[src/rtl/uart_mon_pkg.sv]
// UART RX monitor shared types.
// FSM states, parity modes and parity helper.
package uart_mon_pkg;

  typedef enum logic [2:0] {
    IDLE,
    START,
    DATA,
    PAR,
    STOP,
    WAIT_HI
  } state_t;

  localparam logic [1:0] PAR_NONE = 2'd0;
  localparam logic [1:0] PAR_ODD  = 2'd1;
  localparam logic [1:0] PAR_EVEN = 2'd2;

  // Expected parity bit for a data byte in the given mode.
  function automatic logic parity_bit(
    input logic [7:0] data,
    input logic [1:0] mode
  );
    parity_bit = (mode == PAR_ODD) ? ~^data : ^data;
  endfunction

endpackage

[src/rtl/uart_mon_fifo.sv]
// Receive FIFO for the UART monitor.
// Push is dropped when full unless a pop frees a slot.
module uart_mon_fifo #(
  parameter int WIDTH = 8,
  parameter int DEPTH = 8,
  parameter int AW    = 3
) (
  input  logic             i_clk,
  input  logic             i_rst,
  input  logic             i_push,
  input  logic [WIDTH-1:0] i_wdata,
  input  logic             i_pop,
  output logic [WIDTH-1:0] o_rdata,
  output logic             o_full,
  output logic             o_empty,
  output logic [AW:0]      o_level
);

  logic [WIDTH-1:0] r_mem [DEPTH];
  logic [AW-1:0]    r_wp;
  logic [AW-1:0]    r_rp;
  logic [AW:0]      r_level;
  logic             w_do_push;
  logic             w_do_pop;

  assign o_full    = (r_level == (AW+1)'(DEPTH));
  assign o_empty   = (r_level == '0);
  assign w_do_pop  = i_pop & ~o_empty;
  assign w_do_push = i_push & (~o_full | w_do_pop);
  assign o_rdata   = o_empty ? '0 : r_mem[r_rp];
  assign o_level   = r_level;

  // Storage array; written only on an accepted push.
  always_ff @(posedge i_clk) begin
    if (w_do_push) r_mem[r_wp] <= i_wdata;
  end

  // Pointers and occupancy.
  always_ff @(posedge i_clk) begin
    if (i_rst) begin
      r_wp    <= '0;
      r_rp    <= '0;
      r_level <= '0;
    end else begin
      if (w_do_push) r_wp <= r_wp + 1'b1;
      if (w_do_pop)  r_rp <= r_rp + 1'b1;
      unique case ({w_do_push, w_do_pop})
        2'b10:   r_level <= r_level + 1'b1;
        2'b01:   r_level <= r_level - 1'b1;
        default: r_level <= r_level;
      endcase
    end
  end

endmodule

[src/rtl/uart_rx_monitor.sv]
// UART receiver/monitor: sync, oversampled bit decode,
// frame FSM, error pulses and a receive FIFO.
module uart_rx_monitor
  import uart_mon_pkg::*;
#(
  parameter int CLK_PER_BIT = 16,
  parameter int DATA_BITS   = 8,
  parameter int PARITY      = 0,
  parameter int STOP_BITS   = 1,
  parameter int FIFO_DEPTH  = 8,
  parameter int FIFO_AW     = 3
) (
  input  logic               HCLK,
  input  logic               HRESET,
  input  logic               rx,
  output logic [7:0]         rd_data,
  output logic               rd_valid,
  input  logic               rd_ready,
  output logic [FIFO_AW:0]   fifo_level,
  output logic               frame_err,
  output logic               parity_err,
  output logic               overrun,
  output logic               break_det
);

  localparam int CW = $clog2(CLK_PER_BIT);
  localparam logic [CW-1:0] C_TICK  = CW'(CLK_PER_BIT/2 + 1);
  localparam logic [CW-1:0] C_LAST  = CW'(CLK_PER_BIT - 1);
  localparam logic [2:0]    DB_LAST = 3'(DATA_BITS - 1);
  localparam logic          SB_LAST = 1'(STOP_BITS - 1);
  localparam logic [1:0]    MODE    = 2'(PARITY);

  state_t                 r_state;
  state_t                 w_next;
  logic [1:0]             r_sync;
  logic [1:0]             r_hist;
  logic [CW-1:0]          r_cnt;
  logic [2:0]             r_bidx;
  logic                   r_sidx;
  logic [DATA_BITS-1:0]   r_shift;
  logic                   r_par_err;
  logic                   r_stop_low;
  logic                   r_fe;
  logic                   r_pe;
  logic                   r_ov;
  logic                   r_bk;
  logic                   w_rx;
  logic                   w_fall;
  logic                   w_tick;
  logic                   w_samp;
  logic                   w_stop_low;
  logic [7:0]             w_byte;
  logic                   w_push;
  logic                   w_fe;
  logic                   w_pe;
  logic                   w_bk;
  logic                   w_pop;
  logic                   w_full;
  logic                   w_empty;

  assign w_rx   = r_sync[1];
  assign w_fall = (r_state == IDLE) & r_hist[0] & ~w_rx;
  assign w_tick = (r_cnt == C_TICK);
  assign w_samp = (w_rx & r_hist[0]) | (w_rx & r_hist[1])
                | (r_hist[0] & r_hist[1]);
  assign w_stop_low = r_stop_low | ~w_samp;
  assign w_byte = 8'(r_shift);

  // Two-flop synchroniser plus the two older majority taps.
  always_ff @(posedge HCLK) begin
    if (HRESET) begin
      r_sync <= 2'b11;
      r_hist <= 2'b11;
    end else begin
      r_sync <= {r_sync[0], rx};
      r_hist <= {r_hist[0], w_rx};
    end
  end

  // Bit-phase counter; phase 0 is the first low sample.
  always_ff @(posedge HCLK) begin
    if (HRESET)                 r_cnt <= '0;
    else if (w_fall)            r_cnt <= CW'(1);
    else if (r_state == IDLE ||
             r_state == WAIT_HI) r_cnt <= '0;
    else if (r_cnt == C_LAST)   r_cnt <= '0;
    else                        r_cnt <= r_cnt + 1'b1;
  end

  // FSM state register.
  always_ff @(posedge HCLK) begin
    if (HRESET) r_state <= IDLE;
    else        r_state <= w_next;
  end

  // Next state, frame commit and error decisions.
  always_comb begin
    w_next = r_state;
    w_push = 1'b0;
    w_fe   = 1'b0;
    w_pe   = 1'b0;
    w_bk   = 1'b0;
    unique case (r_state)
      IDLE:  if (w_fall) w_next = START;
      START: if (w_tick) w_next = w_samp ? IDLE : DATA;
      DATA:
        if (w_tick && r_bidx == DB_LAST)
          w_next = (MODE != PAR_NONE) ? PAR : STOP;
      PAR:   if (w_tick) w_next = STOP;
      STOP:
        if (w_tick && r_sidx == SB_LAST) begin
          if (w_stop_low) begin
            w_next = WAIT_HI;
            if (r_shift == '0) begin
              w_bk = 1'b1;
            end else begin
              w_fe   = 1'b1;
              w_push = 1'b1;
            end
          end else begin
            w_next = IDLE;
            w_push = 1'b1;
            w_pe   = r_par_err;
          end
        end
      WAIT_HI: if (w_rx) w_next = IDLE;
      default: w_next = IDLE;
    endcase
  end

  // Frame datapath: data shift, parity and stop tracking.
  always_ff @(posedge HCLK) begin
    if (HRESET) begin
      r_bidx     <= '0;
      r_sidx     <= 1'b0;
      r_shift    <= '0;
      r_par_err  <= 1'b0;
      r_stop_low <= 1'b0;
    end else begin
      if (w_fall) begin
        r_bidx     <= '0;
        r_sidx     <= 1'b0;
        r_par_err  <= 1'b0;
        r_stop_low <= 1'b0;
      end
      if (w_tick && r_state == DATA) begin
        r_shift <= {w_samp, r_shift[DATA_BITS-1:1]};
        r_bidx  <= r_bidx + 1'b1;
      end
      if (w_tick && r_state == PAR)
        r_par_err <= (w_samp != parity_bit(w_byte, MODE));
      if (w_tick && r_state == STOP) begin
        r_stop_low <= w_stop_low;
        r_sidx     <= r_sidx + 1'b1;
      end
    end
  end

  // Registered one-cycle event pulses.
  always_ff @(posedge HCLK) begin
    if (HRESET) begin
      r_fe <= 1'b0;
      r_pe <= 1'b0;
      r_ov <= 1'b0;
      r_bk <= 1'b0;
    end else begin
      r_fe <= w_fe;
      r_pe <= w_pe;
      r_ov <= w_push & w_full & ~w_pop;
      r_bk <= w_bk;
    end
  end

  assign rd_valid   = ~w_empty;
  assign w_pop      = rd_valid & rd_ready;
  assign frame_err  = r_fe;
  assign parity_err = r_pe;
  assign overrun    = r_ov;
  assign break_det  = r_bk;

  uart_mon_fifo #(
    .WIDTH (8),
    .DEPTH (FIFO_DEPTH),
    .AW    (FIFO_AW)
  ) u_fifo (
    .i_clk   (HCLK),
    .i_rst   (HRESET),
    .i_push  (w_push),
    .i_wdata (w_byte),
    .i_pop   (w_pop),
    .o_rdata (rd_data),
    .o_full  (w_full),
    .o_empty (w_empty),
    .o_level (fifo_level)
  );

endmodule

[config.mk]
export PLATFORM = sky130hd
export DESIGN_NAME = uart_rx_monitor
export DESIGN_NICKNAME = d
export VERILOG_FILES = /design/src/rtl/uart_mon_pkg.sv /design/src/rtl/uart_mon_fifo.sv /design/src/rtl/uart_rx_monitor.sv
export SDC_FILE = /design/constraint.sdc
export NUM_CORES = 1
export LEC_CHECK = 0
export BUFFER_PORTS_ARGS = -buffer_cell sky130_fd_sc_hd__buf_2
export CAP_MARGIN = 30
export CORE_MARGIN = 4
export CORE_UTILIZATION = 40
export CTS_CLUSTER_DIAMETER = 60
export DETAILED_ROUTE_END_ITERATION = 16
export HOLD_SLACK_MARGIN = 0.02
export SYNTH_ARGS = -nofsm -noshare
export SYNTH_HDL_FRONTEND = slang
export SYNTH_SLANG_ARGS = --single-unit
export TNS_END_PERCENT = 100
[constraint.sdc]
create_clock -name HCLK -period 3.4 [get_ports HCLK]
set_input_delay 0.17 -clock HCLK [delete_from_list [all_inputs] [get_ports HCLK]]
set_output_delay 0.17 -clock HCLK [all_outputs]
set_load 0.01 [all_outputs]
==> results of run 1 <==
==> path summary, 6_finish.rpt <==
kind                   startpoint  depth (start not counted)  slack, ns                        endpoint
min                      rd_ready                          4       0.33              overrun$_SDFF_PP0_
max reg2reg  r_sync[1]$_SDFF_PP1_                         10       0.72  u_fifo.o_level[3]$_SDFFE_PP0P_
max          r_sync[1]$_SDFF_PP1_                         10       0.72  u_fifo.o_level[3]$_SDFFE_PP0P_
min reg2reg  r_sync[0]$_SDFF_PP1_                          1       0.42            r_sync[1]$_SDFF_PP1_
==> cells in the final DEF, fill, tap and decap left out, drive strengths merged, types with 5 or more instances in the layout <==
cell type	synthesis	layout
inv	18	21
ha	12	12
nand2b	7	7
edfxtp	64	64
a21oi	19	19
buf	7	32
xnor2	7	7
nor3	10	10
nand2	23	23
nand3	7	7
nor2	29	29
clkbuf	9	10
or2	5	5
dfxtp	42	42
o21ai	7	7
mux2i	12	12
mux4	16	16
==> area by class of cell <==
type                            count  share of cell area
Clock inverter                      6              0.0114
Clock buffer                       10              0.0453
Tap cell                          140              0.0346
Sequential cell                   106               0.546
Multi-Input combinational cell    194               0.310
Inverter                           18              0.0134
Timing Repair Buffer               33              0.0396
==> cell families (layout without fill, tap and decap cells) <==
family	count (synthesis)	in the layout	synth area share
AO/OA/AOI/OAI	38	38	0.0524
XOR/XNOR	11	11	0.0215
adder cells (fa/ha/maj)	14	14	0.0401
buffers and inverters	34	67	0.0360
flip-flops	106	106	0.615
multiplexers	29	29	0.110
AND/OR/NAND/NOR	102	102	0.125
==> power breakdown <==
group          leakage [nW]  switching [W]  internal, W
registers             0.933      0.0000923      0.00139
clock network         0.141       0.000470     0.000514
logic                 0.670       0.000357     0.000337
total                  1.74       0.000919      0.00224
==> critical path: stages (launching register included) <==
cell	delay, ns
dfxtp_1	0.34
maj3_1	0.48
a21oi_2	0.33
o21ai_2	0.13
inv_2	0.13
ha_1	0.24
a21o_2	0.20
a21oi_1	0.17
nor2_1	0.06
a22oi_1	0.14
mux2_2	0.35
==> per-layer routing <==
layer / share of wire / up-vias / GRT usage
met5: 0 / - / 0
met4: 0.011 / 0 / 0.0356
met3: 0.039 / 7 / 0.0371
met2: 0.50 / 36 / 0.223
met1: 0.45 / 1247 / 0.179
li1: - / 1273 / -
==> flip-flops by register name (all words and copies together), names as in the netlist, named ones only <==
| signal | flops |
|---|---|
| u_fifo.o_level | 4 |
| break_det | 1 |
| frame_err | 1 |
| r_state | 3 |
| r_bidx | 3 |
| r_stop_low | 1 |
| u_fifo.r_mem | 64 |
| r_cnt | 4 |
| r_hist | 2 |
| overrun | 1 |
| r_sync | 2 |
| r_shift | 8 |
| r_par_err | 1 |
| u_fifo.r_wp | 3 |
| parity_err | 1 |
| r_sidx | 1 |
| u_fifo.r_rp | 3 |
==> stage by stage <==
step	worst slack, ns	cells
6_report	0.716	507
5_1_grt	0.476	507
4_1_cts	0.705	507
3_5_place_dp	0.706	490
3_3_place_gp	0.744	490
2_1_floorplan	0.727	334
==> metrics.md, run 1 <==
| Metric | Value |
|---|---|
| Status | completed |
| H-tree levels | 3 |
| DR vias | approximately 2600 |
| First-pass GRT wire length | around 14000 um |
| Yosys top cell area share | 0.428 |
| Hpwl dp | 5420 um |
| Fin util | 0.462 |
| Die ar. | approximately 13000 um^2 |
| Resized cells post-CTS | 0 |
| WP data required | 3.63 ns |
| Final wirelength | approximately 8000 um |
| CTS tree | built |
| Final setup viols | 0 |
| TNS Setup | 0 ns |
| Skew final | between 0.007 and 0.008 ns |
| Synth Instances | about 330 |
| Fin. max-slew vios | 0 |
| Gp weighted congestion | just under 0.8 |
| CTS Buf Count | 9 |
| Total Routing Usage GR | 0.136 |
| Row cnt | 38 |
| Power per cell area | 625 nW/um^2 |
| Average size of a mapped cell | between 10 and 15 um^2 |
| Slew @ Worst Pin | roughly 0.78 ns |
| Slew margin rel. | 0.474 |
| Top_reg_cell synth | edfxtp_1 |
| Multi-input gate area in the final layout | ~1600 um^2 |
| Leakage | approximately 1.7 nW |
| Dpl cell area | around 4800 um^2 |
| YS warnings | 0 |
| Bufs on Longest Clock Path | 2 |
| Final hold violation count | 0 |
| Share of post-route cells with drive strength above 1 | 0.223 |
| Async set or reset register ratio after synthesis | 0 |
| DR iter-0 viols | 99 |
| Number of max-cap violations | 0 |
| Synth area leaders | edfxtp_1, dfxtp_1, mux4_2 |
| Post-synth top area cell | edfxtp_1 |
| Post-route cell area | around 5100 um^2 |
| Antenna Nets Post-Route | 0 |
| Most frequent cells after synthesis | edfxtp_1, dfxtp_1, nor2_1 |
| Clk slew on worst S/H paths | 0.07 ns |
| Clock Latency Late Sink | ~0.34 ns |
| Register area | about 2800 um^2 |
| Ant diodes | 0 |
| CP Capture Type | flop |
| Largest net degree at the start of global routing | 40 |
| Vias in the first global route | 2603 |
| Post-synth EDFFs | 64 |
| Mapped Area | ~4500 um^2 |
| Synth Register Bits | around 110 |
| Hold_ws | about 0.33 ns |
| Design Power | around 0.0032 W |
| Vias per inst | about 5.1 |
| Worst min-delay path category | in2reg |
| Drt drc | 0 |
| CTS root buffer | clkbuf_16 |
| First drt pass iteration count | 4 |
| Die width | about 110 um |
| Io pins | 21 |
| Port bufs | 20 |
| WP data arrival | 2.92 ns |
| Final period util | 0.789 |
| Total gr overflow | 0 |
| Syn_nets | approximately 350 |
| Setup Buffers After CTS | 0 |
| FMAX | 373 MHz |
| Cell with the most instances after synthesis | edfxtp_1 |
| Worst VDD drop | between 0.3 and 0.4 mV |
| Register area share after synthesis | 0.615 |
| Fillers | just under 1000 |
| Clock Sinks | roughly 110 |
| Fin nets | approximately 380 |
| CP max FO | 9 |
| Hold_buf cts | 1 |
| RSZ-0062 raised after global routing | false |
| Tmin final | between 2 and 3 ns |
| Initial cell density of the core | 0.411 |
| CP startpoint kind | flop |
| Area grow syn2layout | 12.7% |
| Routed len/inst | between 15 and 20 um |
| Initial antenna violation count | 0 |
| Die span in y | 114 um |
| Setup Crit Path Kind | reg2reg |
| CORE AREA | 10900 um^2 |
| Distinct cell type count after synthesis | 50 |
Note: power is estimated with default switching activity, not from simulation.
==> inputs of run 2 (changes only) <==
clock period = 2.4 ns   (was 3.4 ns; I/O delays follow)
==> run 2 against run 1 <==
Die area unchanged. Global-route usage down 0.59 points. Final area up 5.8%. Combinational power up 83%. Highest routed layer unchanged.
==> metrics.md, run 2 (synthesis gave the netlist of run 1 again) <==
| Metric | Value |
|---|---|
| Internal | 0.00333 W (+49%) |
| Biggest regs | u_fifo.r_mem x64, r_shift x8 |
| Worst hold path depth | 2 (-2) |
| CP max FO | 8 (-1) |
| Slowest-stage cell, CP | mux2_2 |
| Area grow syn2layout | 19.2% |
| Multi-input gate area in the final layout | 1620 um^2 (+3.7%) |
| Largest net degree at the start of global routing | 40 (unchanged) |
| WP data required | 2.63 ns (-1.00 ns) |
| Row cnt | 38 (unchanged) |
| Most common cell after layout, fill and taps aside | edfxtp_1 |
| Placed instance count | 515 (+5.1%) |
| Gate power share | 0.269 (+0.049) |
| Largest delay contributor family on the critical path | compound AO/OA/AOI/OAI gates |
| Routed len/inst | 14.7 um (-8.0%) |
| Final period util | 0.971 (+0.182) |
| Switching pwr | 0.00138 W (+50%) |
| Port bufs | 20 (unchanged) |
| Most flops, register | u_fifo.r_mem |
| Fin. max-slew vios | 0 (unchanged) |
| Tmin final | 2.33 ns (-0.353 ns) |
| Max reg flops | 64 (unchanged) |
| Post-route cell area | 5350 um^2 (+5.8%) |
| Sw frac | 0.293 (+0.00226) |
| Slew margin rel. | 0.500 (+0.0258) |
| DR iter-0 viols | 133 (+34%) |
| Fin nets | 410 (+8.2%) |
| Clock Sinks | 106 (unchanged) |
| CP Capture Type | flop |
| CORE AREA | 10900 um^2 (unchanged) |
| Clock Latency Late Sink | 0.34 ns (about the same) |
| Worst path cell trace | inv_1 -> ha_2 -> and3b_2 -> nand4b_4 -> o21ai_2 -> inv_2 -> buf_4 -> ha_4 -> a21oi_2 -> nor2_1 -> a22oi_1 -> mux2_2 |
| CTS Buf Count | 9 (unchanged) |
| Leakage | 1.91 nW (+9.5%) |
| H-tree levels | 3 (unchanged) |
| Final wirelength | 7910 um (-2.4%) |
| Worst VDD drop | 0.391 mV (+30%) |
| Fillers | 946 (-4.9%) |
| Worst r2r path cells | 12 (+2) |
| Clock power frac | 0.299 (-0.012) |
| Setup slack after layout | 0.0694 ns (-0.647 ns) |
| Bufs on Longest Clock Path | 2 (unchanged) |
| Vias in the first global route | 2674 (+2.7%) |
| Top sig layer | met4 |
| Met2 wire len | 3870 um (-4.2%) |
| Hpwl dp | 5480 um (+1.2%) |
| Total gr overflow | 0 (unchanged) |
| Total Routing Usage GR | 0.130 (-0.00591) |
| Drt drc | 0 (unchanged) |
| Ant diodes | 0 (unchanged) |
| Most frequent cells in the layout | edfxtp_1, buf_4, dfxtp_1 |
| Share of post-route cells with drive strength above 1 | 0.314 (+0.0906) |
| Initial cell density of the core | 0.411 (unchanged) |
| Critical path depth in cells | 12 (+2) |
| Met1 Routed Length | 3750 um (+2.5%) |
| FMAX | 429 MHz (+15%) |
| Status | completed |
| Buf/Inv on CP | 3 (+2) |
| CTS root buffer | clkbuf_16 |
| First drt pass iteration count | 4 (unchanged) |
| Final setup viols | 0 (unchanged) |
| Worst min-delay path category | in2reg |
| Max incr delay on CP | 0.35 ns (-0.13 ns) |
| Dpl cell area | 4980 um^2 (+4.5%) |
| First-pass GRT wire length | 13200 um (-2.5%) |
| Slew @ Worst Pin | 0.750 ns (-0.0315 ns) |
| Non-filler instance count after layout | 538 (+6.1%) |
| Final hold violation count | 0 (unchanged) |
| Number of max-cap violations | 0 (unchanged) |
| Power per cell area | 880 nW/um^2 (+41%) |
| Clk slew on worst S/H paths | 0.07 ns (about the same) |
| Die ar. | 13000 um^2 (unchanged) |
| Skew final | 0.00852 ns (+0.000839 ns) |
| Io pins | 21 (unchanged) |
| Dpl ws | -0.0129 ns (-0.719 ns) |
| Power share of the sequential group | 0.432 (-0.037) |
| Die span in y | 114 um (unchanged) |
| Initial antenna violation count | 0 (unchanged) |
| Register area | 2770 um^2 (+0.14%) |
| CP startpoint kind | flop |
| DR vias | 2671 (+4.2%) |
| Gp weighted congestion | 0.813 (+4.7%) |
| Die width | 114 um (unchanged) |
| WP data arrival | 2.56 ns (-0.36 ns) |
| CTS tree | built |
| Wire length on met3 | 187 um (-41%) |
| Setup Crit Path Kind | reg2reg |
| Vias per inst | 4.96 (-1.8%) |
| Antenna Nets Post-Route | 0 (unchanged) |
[run 2: cell count changes in the layout (fill, tap and decap cells not counted), moves of 2 or more]
cell	previous run	this run
clkinv_4	3	0
nor3_1	10	6
dfxtp_1	42	39
dfxtp_2	0	3
nor3_2	0	4
ha_1	12	9
ha_4	0	2
buf_4	12	43
inv_6	1	4
[run 2: worst paths after layout]
kind | slack [ns] | to | startpoint
setup / recovery | 0.07 | u_fifo.o_level[3]$_SDFFE_PP0P_ | r_cnt[1]$_SDFF_PP0_
hold / removal | 0.33 | r_state[2]$_SDFFE_PP0P_ | HRESET
setup reg to reg | 0.07 | u_fifo.o_level[3]$_SDFFE_PP0P_ | r_cnt[1]$_SDFF_PP0_
hold reg to reg | 0.43 | r_sync[1]$_SDFF_PP1_ | r_sync[0]$_SDFF_PP1_
[run 2: worst register-to-register path, cell delays in order (launching register included)]
cell	delay, ns
dfxtp_2	0.33
inv_1	0.05
ha_2	0.17
and3b_2	0.22
nand4b_4	0.11
o21ai_2	0.16
inv_2	0.07
buf_4	0.17
ha_4	0.22
a21oi_2	0.15
nor2_1	0.06
a22oi_1	0.17
mux2_2	0.35
[run 2: timing repair]
action | in CTS | in global routing
setup endpoints to repair | 1 | 1
setup buffers | 1 | 5
endpoints found under the hold margin | 1 | 0
gates resized for setup | 1 | 4
hold buffers | 1 | 0
pin swaps | 1 | 7
[run 2: cell type report]
| class | count | share of cell area |
|---|---|---|
| Clock buffer | 9 | 0.0421 |
| Clock inverter | 7 | 0.0115 |
| Inverter | 18 | 0.0126 |
| Multi-Input combinational cell | 194 | 0.303 |
| Sequential cell | 106 | 0.517 |
| Tap cell | 140 | 0.0327 |
| Timing Repair Buffer | 64 | 0.0809 |
[run 2: power groups by stage]
| stage | clock [W] | combinational, W | sequential [W] |
|---|---|---|---|
| floorplan | 0 | 0.000756 | 0.00209 |
| global placement | 0 | 0.00116 | 0.00207 |
| detailed placement | 0 | 0.00118 | 0.00207 |
| CTS | 0.00144 | 0.00121 | 0.00203 |
| global route | 0.00154 | 0.00141 | 0.00204 |
| finish | 0.00141 | 0.00127 | 0.00204 |
[run 2: per-layer routing]
metal,up-vias,track usage
li1,1334,-
met1,1292,0.174
met2,36,0.216
met3,9,0.0223
met4,0,0.0428
met5,-,0
[run 2: stage by stage]
stage | utilization | TNS, ns | total power [W] | hold slack [ns]
after floorplan | - | -0.231 | 0.00285 | 0.224
after global routing | 0.489 | -0.00329 | 0.00499 | 0.360
after detailed placement | 0.455 | -0.0129 | 0.00325 | 0.316
after global placement | 0.455 | 0 | 0.00324 | 0.311
final | 0.489 | 0 | 0.00471 | 0.334
after CTS | 0.483 | 0 | 0.00468 | 0.326
